$ cat src/rtl/tl_ram_responder_if.sv
// A/D channel bundle for a single-beat TileLink-UL link.
// The requester uses the master modport; the terminating RAM uses the slave modport.
interface tl_ram_responder_if;
  // Both channels move one beat on every clock edge where valid & ready are high.
  // valid never waits on ready, and the payload stays stable while valid is high and ready is low.
  logic        io_a_valid;
  logic        io_a_ready;
  logic [2:0]  io_a_bits_opcode;
  logic [2:0]  io_a_bits_param;
  logic [2:0]  io_a_bits_size;
  logic [6:0]  io_a_bits_source;
  logic [31:0] io_a_bits_address;
  logic [7:0]  io_a_bits_mask;
  logic [63:0] io_a_bits_data;
  logic        io_a_bits_corrupt;
  logic        io_d_valid;
  logic        io_d_ready;
  logic [2:0]  io_d_bits_opcode;
  logic [1:0]  io_d_bits_param;
  logic [2:0]  io_d_bits_size;
  logic [6:0]  io_d_bits_source;
  logic        io_d_bits_denied;
  logic [63:0] io_d_bits_data;
  logic        io_d_bits_corrupt;

  modport master (
    output io_a_valid, io_a_bits_opcode, io_a_bits_param, io_a_bits_size,
           io_a_bits_source, io_a_bits_address, io_a_bits_mask, io_a_bits_data,
           io_a_bits_corrupt, io_d_ready,
    input  io_a_ready, io_d_valid, io_d_bits_opcode, io_d_bits_param, io_d_bits_size,
           io_d_bits_source, io_d_bits_denied, io_d_bits_data, io_d_bits_corrupt
  );

  modport slave (
    input  io_a_valid, io_a_bits_opcode, io_a_bits_param, io_a_bits_size,
           io_a_bits_source, io_a_bits_address, io_a_bits_mask, io_a_bits_data,
           io_a_bits_corrupt, io_d_ready,
    output io_a_ready, io_d_valid, io_d_bits_opcode, io_d_bits_param, io_d_bits_size,
           io_d_bits_source, io_d_bits_denied, io_d_bits_data, io_d_bits_corrupt
  );
endinterface

$ cat src/rtl/tl_ram_responder.sv
// Single-beat TileLink-UL slave over a DEPTH x 64-bit register array.
// Responses go through a 2-entry FIFO, so one request per cycle is accepted while D drains.
module tl_ram_responder #(
  parameter logic [31:0] BASE_ADDR = 32'h0000_0000,
  parameter int          DEPTH     = 16
) (
  input logic               clock,
  input logic               reset,
  tl_ram_responder_if.slave bus
);
  localparam int          IW    = (DEPTH > 1) ? $clog2(DEPTH) : 1;
  localparam logic [32:0] LIMIT = {1'b0, BASE_ADDR} + 33'(DEPTH * 8);

  typedef struct packed {
    logic [2:0]  opcode;
    logic [2:0]  size;
    logic [6:0]  source;
    logic        denied;
    logic [63:0] data;
    logic        corrupt;
  } resp_t;

  logic [63:0] r_mem [DEPTH];
  resp_t       r_buf [2];
  logic        r_wr_ptr;
  logic        r_rd_ptr;
  logic        r_maybe_full;

  logic          w_ptr_match;
  logic          w_full;
  logic          w_empty;
  logic          w_a_fire;
  logic          w_d_fire;
  logic          w_is_get;
  logic          w_is_put;
  logic [2:0]    w_align_mask;
  logic          w_misaligned;
  logic          w_in_range;
  logic          w_denied;
  logic          w_write;
  logic [31:0]   w_offset;
  logic [IW-1:0] w_idx;
  resp_t         w_resp;
  resp_t         w_head;
  logic          w_unused_bits;

  assign w_ptr_match = (r_wr_ptr == r_rd_ptr);
  assign w_full      = w_ptr_match & r_maybe_full;
  assign w_empty     = w_ptr_match & ~r_maybe_full;
  assign w_a_fire    = bus.io_a_valid & ~w_full;
  assign w_d_fire    = ~w_empty & bus.io_d_ready;

  assign w_is_get   = (bus.io_a_bits_opcode == 3'd4);
  assign w_is_put   = (bus.io_a_bits_opcode == 3'd0) | (bus.io_a_bits_opcode == 3'd1);
  assign w_offset   = bus.io_a_bits_address - BASE_ADDR;
  assign w_idx      = w_offset[IW+2:3];
  assign w_in_range = (bus.io_a_bits_address >= BASE_ADDR) &&
                      ({1'b0, bus.io_a_bits_address} < LIMIT);

  // Sizes above 3 are denied on their own, so their mask value never matters.
  always_comb begin
    w_align_mask = 3'b000;
    case (bus.io_a_bits_size)
      3'd1:    w_align_mask = 3'b001;
      3'd2:    w_align_mask = 3'b011;
      3'd3:    w_align_mask = 3'b111;
      default: w_align_mask = 3'b000;
    endcase
  end

  assign w_misaligned = |(bus.io_a_bits_address[2:0] & w_align_mask);
  assign w_denied     = ~(w_is_get | w_is_put) | (bus.io_a_bits_size > 3'd3) | w_misaligned |
                        ~w_in_range | (w_is_put & bus.io_a_bits_corrupt);
  assign w_write      = w_a_fire & w_is_put & ~w_denied;

  always_comb begin
    w_resp         = '0;
    w_resp.opcode  = w_is_get ? 3'd1 : 3'd0;
    w_resp.size    = bus.io_a_bits_size;
    w_resp.source  = bus.io_a_bits_source;
    w_resp.denied  = w_denied;
    w_resp.data    = (w_is_get & ~w_denied) ? r_mem[w_idx] : 64'd0;
    w_resp.corrupt = w_is_get & w_denied;
  end

  // The Get read above samples the array before this edge's write lands.
  always_ff @(posedge clock or negedge reset) begin
    if (!reset) begin
      for (int i = 0; i < DEPTH; i++) r_mem[i] <= '0;
    end else if (w_write) begin
      for (int b = 0; b < 8; b++) begin
        if (bus.io_a_bits_mask[b]) r_mem[w_idx][8*b +: 8] <= bus.io_a_bits_data[8*b +: 8];
      end
    end
  end

  always_ff @(posedge clock or negedge reset) begin
    if (!reset) begin
      r_buf[0]     <= '0;
      r_buf[1]     <= '0;
      r_wr_ptr     <= 1'b0;
      r_rd_ptr     <= 1'b0;
      r_maybe_full <= 1'b0;
    end else begin
      if (w_a_fire) begin
        r_buf[r_wr_ptr] <= w_resp;
        r_wr_ptr        <= ~r_wr_ptr;
      end
      if (w_d_fire) r_rd_ptr <= ~r_rd_ptr;
      if (w_a_fire != w_d_fire) r_maybe_full <= w_a_fire;
    end
  end

  assign w_head = r_buf[r_rd_ptr];

  assign bus.io_a_ready        = ~w_full;
  assign bus.io_d_valid        = ~w_empty;
  assign bus.io_d_bits_opcode  = w_head.opcode;
  assign bus.io_d_bits_param   = 2'b00;
  assign bus.io_d_bits_size    = w_head.size;
  assign bus.io_d_bits_source  = w_head.source;
  assign bus.io_d_bits_denied  = w_head.denied;
  assign bus.io_d_bits_data    = w_head.data;
  assign bus.io_d_bits_corrupt = w_head.corrupt;

  assign w_unused_bits = ^{bus.io_a_bits_param, w_offset[31:IW+3], w_offset[2:0]};
endmodule

$ cat src/flat_wrapper.sv
// flat-port wrapper written by rule: the top's interface ports become plain ports
module tl_ram_responder_flat 
#(
  parameter logic [31:0] BASE_ADDR = 32'h0000_0000,
  parameter int          DEPTH     = 16
)
  (clock, reset, bus_io_a_valid, bus_io_a_bits_opcode, bus_io_a_bits_param, bus_io_a_bits_size, bus_io_a_bits_source, bus_io_a_bits_address, bus_io_a_bits_mask, bus_io_a_bits_data, bus_io_a_bits_corrupt, bus_io_d_ready, bus_io_a_ready, bus_io_d_valid, bus_io_d_bits_opcode, bus_io_d_bits_param, bus_io_d_bits_size, bus_io_d_bits_source, bus_io_d_bits_denied, bus_io_d_bits_data, bus_io_d_bits_corrupt);
  tl_ram_responder_if bus_i ();
  input logic clock;
  input logic reset;
  input wire logic [$bits(bus_i.io_a_valid)-1:0] bus_io_a_valid;
  input wire logic [$bits(bus_i.io_a_bits_opcode)-1:0] bus_io_a_bits_opcode;
  input wire logic [$bits(bus_i.io_a_bits_param)-1:0] bus_io_a_bits_param;
  input wire logic [$bits(bus_i.io_a_bits_size)-1:0] bus_io_a_bits_size;
  input wire logic [$bits(bus_i.io_a_bits_source)-1:0] bus_io_a_bits_source;
  input wire logic [$bits(bus_i.io_a_bits_address)-1:0] bus_io_a_bits_address;
  input wire logic [$bits(bus_i.io_a_bits_mask)-1:0] bus_io_a_bits_mask;
  input wire logic [$bits(bus_i.io_a_bits_data)-1:0] bus_io_a_bits_data;
  input wire logic [$bits(bus_i.io_a_bits_corrupt)-1:0] bus_io_a_bits_corrupt;
  input wire logic [$bits(bus_i.io_d_ready)-1:0] bus_io_d_ready;
  output wire logic [$bits(bus_i.io_a_ready)-1:0] bus_io_a_ready;
  output wire logic [$bits(bus_i.io_d_valid)-1:0] bus_io_d_valid;
  output wire logic [$bits(bus_i.io_d_bits_opcode)-1:0] bus_io_d_bits_opcode;
  output wire logic [$bits(bus_i.io_d_bits_param)-1:0] bus_io_d_bits_param;
  output wire logic [$bits(bus_i.io_d_bits_size)-1:0] bus_io_d_bits_size;
  output wire logic [$bits(bus_i.io_d_bits_source)-1:0] bus_io_d_bits_source;
  output wire logic [$bits(bus_i.io_d_bits_denied)-1:0] bus_io_d_bits_denied;
  output wire logic [$bits(bus_i.io_d_bits_data)-1:0] bus_io_d_bits_data;
  output wire logic [$bits(bus_i.io_d_bits_corrupt)-1:0] bus_io_d_bits_corrupt;
  assign bus_i.io_a_valid = bus_io_a_valid;
  assign bus_i.io_a_bits_opcode = bus_io_a_bits_opcode;
  assign bus_i.io_a_bits_param = bus_io_a_bits_param;
  assign bus_i.io_a_bits_size = bus_io_a_bits_size;
  assign bus_i.io_a_bits_source = bus_io_a_bits_source;
  assign bus_i.io_a_bits_address = bus_io_a_bits_address;
  assign bus_i.io_a_bits_mask = bus_io_a_bits_mask;
  assign bus_i.io_a_bits_data = bus_io_a_bits_data;
  assign bus_i.io_a_bits_corrupt = bus_io_a_bits_corrupt;
  assign bus_i.io_d_ready = bus_io_d_ready;
  assign bus_io_a_ready = bus_i.io_a_ready;
  assign bus_io_d_valid = bus_i.io_d_valid;
  assign bus_io_d_bits_opcode = bus_i.io_d_bits_opcode;
  assign bus_io_d_bits_param = bus_i.io_d_bits_param;
  assign bus_io_d_bits_size = bus_i.io_d_bits_size;
  assign bus_io_d_bits_source = bus_i.io_d_bits_source;
  assign bus_io_d_bits_denied = bus_i.io_d_bits_denied;
  assign bus_io_d_bits_data = bus_i.io_d_bits_data;
  assign bus_io_d_bits_corrupt = bus_i.io_d_bits_corrupt;
  tl_ram_responder #(.BASE_ADDR(BASE_ADDR), .DEPTH(DEPTH)) u_core (.clock(clock), .reset(reset), .bus(bus_i));
endmodule
$ cat config.mk
export PLATFORM = sky130hd
export DESIGN_NAME = tl_ram_responder_flat
export DESIGN_NICKNAME = d
export VERILOG_FILES = /design/src/rtl/tl_ram_responder_if.sv /design/src/rtl/tl_ram_responder.sv /design/src/flat_wrapper.sv
export SDC_FILE = /design/constraint.sdc
export NUM_CORES = 2
export LEC_CHECK = 0
export CAP_MARGIN = 10
export CORE_UTILIZATION = 50
export CTS_BUF_LIST = sky130_fd_sc_hd__clkbuf_16
export CTS_CLUSTER_SIZE = 30
export DETAILED_ROUTE_END_ITERATION = 16
export PLACE_DENSITY = 0.75
export SETUP_SLACK_MARGIN = 0.05
export SYNTH_ARGS = -nofsm -noshare
export SYNTH_HDL_FRONTEND = slang
export SYNTH_SLANG_ARGS = --single-unit
export TNS_END_PERCENT = 10
$ cat constraint.sdc
create_clock -name clock -period 6.26 [get_ports clock]
set_input_delay 0.626 -clock clock [delete_from_list [all_inputs] [get_ports clock]]
set_output_delay 0.626 -clock clock [all_outputs]
set_load 0.02 [all_outputs]
=== After elaboration in Yosys (flattened, before gate mapping) ===
Index checks and enable logic that the tools add are counted.

* Bits of input ports: 125
* Register bits: 1,185
* Output and inout bits: 83
* Word-level logic and storage cells: 129

* Equal/unequal tests: 7
* Multiplexer cells: 51
* Reductions and logical operators: 5
* Magnitude comparators: 8
* Bitwise logic cells: 27

{| class="wikitable"
|+ Operators with widths
! cell !! count
|-
| 2-to-1 mux 1024 bit || 15
|-
| bitwise mux 1024 bit || 8
|-
| demux 64 bit (select 4 bit) || 8
|-
| 2-to-1 mux 79 bit || 4
|-
| binary-select mux 64 bit (select 4 bit) || 1
|-
| 2-to-1 mux 64 bit || 4
|-
| bitwise mux 158 bit || 1
|-
| demux 79 bit (select 1 bit) || 1
|-
| 2-to-1 mux 56 bit || 1
|-
| 2-to-1 mux 48 bit || 1
|-
| 2-to-1 mux 40 bit || 1
|-
| >= comparator 32 x 1 -> 1 bit (second input constant) || 1
|-
| less-than comparator 32 x 8 -> 1 bit (second input constant) || 1
|-
| 2-to-1 mux 32 bit || 1
|-
| 2-to-1 mux 24 bit || 1
|-
| 2-to-1 mux 16 bit || 1
|-
| bitwise AND 1 bit || 9
|-
| one-hot mux 3 bit (3 select lines) || 1
|-
| 2-to-1 mux 8 bit || 1
|-
| NOT 1 bit || 8
|-
| == test 3 x 1 -> 1 bit (second input constant) || 2
|-
| == test 3 x 2 -> 1 bit (second input constant) || 2
|-
| OR 1 bit || 6
|-
| >= comparator 5 bit (second input constant) || 1
|-
| other kinds (14) || 18
|}

=== Longest topological paths before layout ===
* Word-level depth: 31
* Depth in mapped cells: 7
* Depth with buffers taken out: 4

=== Worst setup path after synthesis ===
No wires, ideal clock.

* Kind: input to register
* Start: in bus_io_a_bits_address[14]
* End: reg u_core.r_mem[640] in the netlist's numbering
* Library setup time: 0.125 ns
* Cell stages on the path: 7
* Path slack: 3.707 ns
* Path buffers: 3
* Data required time: 6.135 ns
* Data arrival time: 2.428 ns
* Cells stage by stage: nor4_2 -> o311ai_1 -> buf_2 -> buf_6 -> buf_2 -> nor4_4 -> mux2_2

* Cells in the longest elaborated chain, start to end: 7
* Elaborated cells between the ends (all ways): 8
* Those cells by class: 2 x order compare; 5 x bitwise; 1 x reduce/logical

{| class="wikitable"
|+ Ends and longest elaborated chain
! item !! line !! RTL
|-
| from (decl) || flat_wrapper.sv:16 || <nowiki>input wire logic [$bits(bus_i.io_a_bits_address)-1:0] bus_io_a_bits_address;</nowiki>
|-
| >= comparator 32 x 1 -> 1 bit or less-than comparator 32 x 8 -> 1 bit (tied branches) || tl_ram_responder.sv:57, tl_ram_responder.sv:58 ||
|-
| logical AND 1 bit * || tl_ram_responder.sv:57 || <nowiki>assign w_in_range = (bus.io_a_bits_address >= BASE_ADDR) &&</nowiki>
|-
| NOT 1 bit * || tl_ram_responder.sv:73 || <nowiki>~w_in_range | (w_is_put & bus.io_a_bits_corrupt);</nowiki>
|-
| OR 1 bit * || tl_ram_responder.sv:72 || <nowiki>assign w_denied = ~(w_is_get | w_is_put) | (bus.io_a_bits_size > 3'd3) | w_misaligned |</nowiki>
|-
| OR 1 bit * || tl_ram_responder.sv:73 ||
|-
| NOT 1 bit * || tl_ram_responder.sv:74 || <nowiki>assign w_write = w_a_fire & w_is_put & ~w_denied;</nowiki>
|-
| bitwise AND 1 bit * || tl_ram_responder.sv:74 ||
|-
| to (signal, indexed assignment) || tl_ram_responder.sv:92 || <nowiki>if (bus.io_a_bits_mask[b]) r_mem[w_idx][8*b +: 8] <= bus.io_a_bits_data[8*b +: 8];</nowiki>
|-
| to (decl) || tl_ram_responder.sv:23 || <nowiki>logic [63:0] r_mem [DEPTH];</nowiki>
|}

Mark *: on every way between the ends. The rest lies on a longest branch, timed or not.
A chain may end at the register's enable or synchronous reset.

=== Final worst setup path ===
* Start: in bus_io_a_bits_address[5]
* End: reg u_core.r_mem[657] in the netlist's numbering

* Cells in the longest elaborated chain, start to end: 25
* Elaborated cells between the ends (all ways): 44
* Those cells by class: 4 x order compare; 32 x mux; 6 x bitwise; 2 x reduce/logical

{| class="wikitable"
|+ Ends and longest elaborated chain
! item !! line !! RTL
|-
| NOT 4 -> 5 bit (implied by the code) || tl_ram_responder.sv:92 ||
|-
| demux 64 bit (select 4 bit) || tl_ram_responder.sv:92 ||
|-
| bitwise mux 1024 bit || tl_ram_responder.sv:92 ||
|-
| 2-to-1 mux 1024 bit || tl_ram_responder.sv:92 ||
|-
| 2-to-1 mux 1024 bit || tl_ram_responder.sv:90 || <nowiki>end else if (w_write) begin</nowiki>
|-
| bitwise mux 1024 bit || tl_ram_responder.sv:92 ||
|-
| 2-to-1 mux 1024 bit || tl_ram_responder.sv:92 ||
|-
| 2-to-1 mux 1024 bit || tl_ram_responder.sv:90 ||
|-
| (+9 left out) || -- ||
|-
| bitwise mux 1024 bit || tl_ram_responder.sv:92 ||
|-
| 2-to-1 mux 1024 bit || tl_ram_responder.sv:92 ||
|-
| 2-to-1 mux 1024 bit || tl_ram_responder.sv:90 ||
|-
| bitwise mux 1024 bit || tl_ram_responder.sv:92 ||
|-
| 2-to-1 mux 1024 bit || tl_ram_responder.sv:92 ||
|-
| 2-to-1 mux 1024 bit || tl_ram_responder.sv:90 ||
|-
| bitwise mux 1024 bit || tl_ram_responder.sv:92 ||
|-
| 2-to-1 mux 1024 bit || tl_ram_responder.sv:92 ||
|}

Parallel ways exist; a longest one is shown, timed or not. The select of a mux whose other input is x is not followed.

==> impl_metrics.json <==
{
  "nNetsFinal": 3852,
  "p_per_area_nw_per_um2": 266,
  "rsz0062_at_grt": "false",
  "holdCritPathClass": "register to register",
  "synth_area_um2": 56100,
  "timing.fmax_mhz": 253,
  "cts_buffer_depth": 3,
  "post-route-period-util_pct": 63.2,
  "timing.setup.tns_ns": 0,
  "setup_viol": 0,
  "drv_slew": 0,
  "skew_ns": 0.0394,
  "status": "completed",
  "yosysSeqAreaShare_pct": 52.6,
  "clock_sinks": 1181,
  "fillers": 8520,
  "drt_wl_total_um": 134000,
  "dp_cells": 5093,
  "drive_above_1_share_pct": 44.1,
  "grt_max_degree": 159,
  "crit_arrival_ns": 4.54,
  "multi_input_area_um2": 25200,
  "antenna_left": 0,
  "dieArea_um2": 114000,
  "crit_path_max_incr_delay_ns": 1.20,
  "layout_commonest_cell": "dfrtp_1",
  "peakVddDrop_uv": 322,
  "worstSetupPathType": "input port to register",
  "synth_seq_cells": 1181,
  "hold_end": "u_core.r_buf[85]$_DFFE_PN0P_",
  "h-tree-depth": 3,
  "path_buf_inv": 1,
  "clock_latency_ns": 0.73,
  "grt_pass1_wl_um": 210000,
  "worstHoldStart": "u_core.r_buf[85]$_DFFE_PN0P_",
  "cts_tree": "yes",
  "synth_cell_types": 43,
  "worstMarginPinSlew_ns": 1.37,
  "maxSlewHeadroom_pct": 8.27,
  "crit_slowest_cell": "nor4bb_2",
  "drtPass1Iterations": 7,
  "route.detailed.drc": 0,
  "setup.worst_path.start_class": "input port",
  "r2r_cells": 5,
  "clockRootBuffer": "clkbuf_16",
  "wl_per_cell_um": 25.2,
  "p_leak_nw": 30.1,
  "ios": 208,
  "fp.dieH_um": 337,
  "via_per_inst": 6.18,
  "reg2reg_to": "u_core.r_mem[595]$_DFFE_PN0P_",
  "yosys-top-cells-area": "dfrtp_1, mux2_2, mux4_2",
  "rows": 122,
  "seqCellArea_um2": 29600,
  "hold_violations": 0,
  "cap_violations": 0,
  "cp.required_ns": 6.85,
  "gp_congestion": 0.761,
  "endpoint_kind": "register",
  "core_um2": 111000,
  "finalNonFillerCells": 5313,
  "first_iter_violations": 2387,
  "layout_common_cells": "dfrtp_1, mux2_2, mux4_2",
  "hold_path_depth": 2,
  "reg2reg_from": "u_core.r_rd_ptr$_DFFE_PN0P_",
  "fin_util_pct": 57.0,
  "via_count": 32800,
  "dp_hpwl_um": 82700,
  "crit_family": "simple AND/OR/NAND/NOR gates",
  "yosysTopAreaCell": "dfrtp_1",
  "regToRegSetupSlack_ns": 2.58,
  "antenna_found_initial": 3,
  "yosysTopAreaCellShare_pct": 52.6,
  "grt_overflow": 0,
  "crit_chain": "clkdlybuf4s50_1, nor4bb_2, o2111ai_1, nor4_4, mux2_2",
  "die_w_um": 337,
  "final.min_clock_period_ns": 3.96,
  "netlist_instances": 3662,
  "area_growth_pct": 12.6,
  "grt_pass1_vias": 34200,
  "clkSlewWorstSetupHoldPaths_ns": 0.06,
  "cts-buffers-inserted": 118,
  "yosys_warnings": 0,
  "port_buffers": 200,
  "start_util_pct": 50.6,
  "grt.total_usage_pct": 24.0,
  "critPathMaxFanout": 20,
  "syn_avg_cell_area_um2": 15.3
}
-- flip-flops by register name, indices dropped and copies added (netlist names) --
| signal | flops |
|---|---|
| u_core.r_buf | 154 |
| u_core.r_maybe_full | 1 |
| u_core.r_mem | 1024 |
| u_core.r_rd_ptr | 1 |
| u_core.r_wr_ptr | 1 |
-- routing by layer --
metal | vias to the layer above | part of all wire [%] | track usage, %
li1 | 14100 | - | -
met1 | 17700 | 43 | 34.0
met2 | 804 | 48 | 38.1
met3 | 191 | 6.2 | 4.83
met4 | 6 | 2.0 | 5.85
met5 | - | 0.028 | 0
-- metrics by stage --
stage | cell area [um2] | hold WS [ns] | worst slack, ns | total power [W]
after floorplan | 56100 | 0.330 | 3.71 | 0.00902
after global placement | 59300 | 0.456 | 1.72 | 0.00977
after detailed placement | 59300 | 0.462 | 1.60 | 0.00980
after CTS | 63200 | 0.476 | 2.22 | 0.0170
after global routing | 63200 | 0.495 | 2.18 | 0.0174
final | 63200 | 0.475 | 2.30 | 0.0168
-- final cells by class --
type / count / share of cell area, %
clock inverters: 99 / 1.51
diodes: 1 / 0.00396
inverters: 6 / 0.0376
multi-input cells: 2160 / 39.9
repair buffers: 260 / 4.15
well taps: 1488 / 2.95
flip-flops and latches: 1181 / 46.8
clock buffers: 118 / 4.67
-- worst register-to-register path, cell delays in order, from the launching register on --
cell	delay (ns)
dfrtp_4	0.84
xor2_4	0.79
buf_12	0.42
o2111ai_1	0.24
nor4_4	0.84
mux2_2	0.43
-- cell families after synthesis --
family / synth area share (%)
multiplexers: 32.7
AO/OA/AOI/OAI: 5.42
XOR/XNOR: 0.0468
other: 0.00668
buffers and inverters: 2.64
AND/OR/NAND/NOR: 6.52
flip-flops: 52.6
-- worst max path at each step --
stage	depth (start not counted)	endpoint	start
final	5	u_core.r_mem[657]$_DFFE_PN0P_	bus_io_a_bits_address[5]
after global routing	3	bus_io_d_bits_data[16]	u_core.r_rd_ptr$_DFFE_PN0P_
after CTS	3	bus_io_d_bits_data[16]	u_core.r_rd_ptr$_DFFE_PN0P_
after detailed placement	5	u_core.r_mem[657]$_DFFE_PN0P_	bus_io_a_bits_address[5]
after global placement	5	u_core.r_mem[661]$_DFFE_PN0P_	bus_io_a_bits_address[5]
after floorplan	7	u_core.r_mem[640]$_DFFE_PN0P_	bus_io_a_bits_address[14]
-- where the power goes --
group	switching (W)	leakage [nW]	internal (W)	total [W]
Combinational	0.00127	11.7	0.000555	0.00183
Sequential	0.000118	16.5	0.00773	0.00785
Clock	0.00309	1.96	0.00406	0.00715
-- timing repair --
item / 4_1_cts / 5_1_grt
buffers inserted: 0 / 0
gates resized for setup: 0 / 0
hold endpoints to repair: 1 / 0
hold buffers: 1 / 0
-- cell usage after synthesis (all sizes together) --
cell type / instances
o211ai: 3
nand4: 3
xor2: 1
a21o: 3
o211a: 1
clkbuf: 198
nor4b: 4
a2111oi: 2
o21a: 1
and4b: 4
inv: 5
or3b: 1
xnor2: 2
o21ai: 133
o2111ai: 128
o31ai: 2
clkinv: 1
nor3b: 8
nand2: 139
a21oi: 2
dfrtp: 1181
buf: 120
a31oi: 1
a22o: 128
and4: 3
mux4: 256
o311ai: 1
nor4bb: 6
o311a: 1
and2: 1
nor4: 119
or4: 16
nor2b: 2
nor2: 66
conb: 1
mux2: 1119
Power figures use the tool's default switching activity.
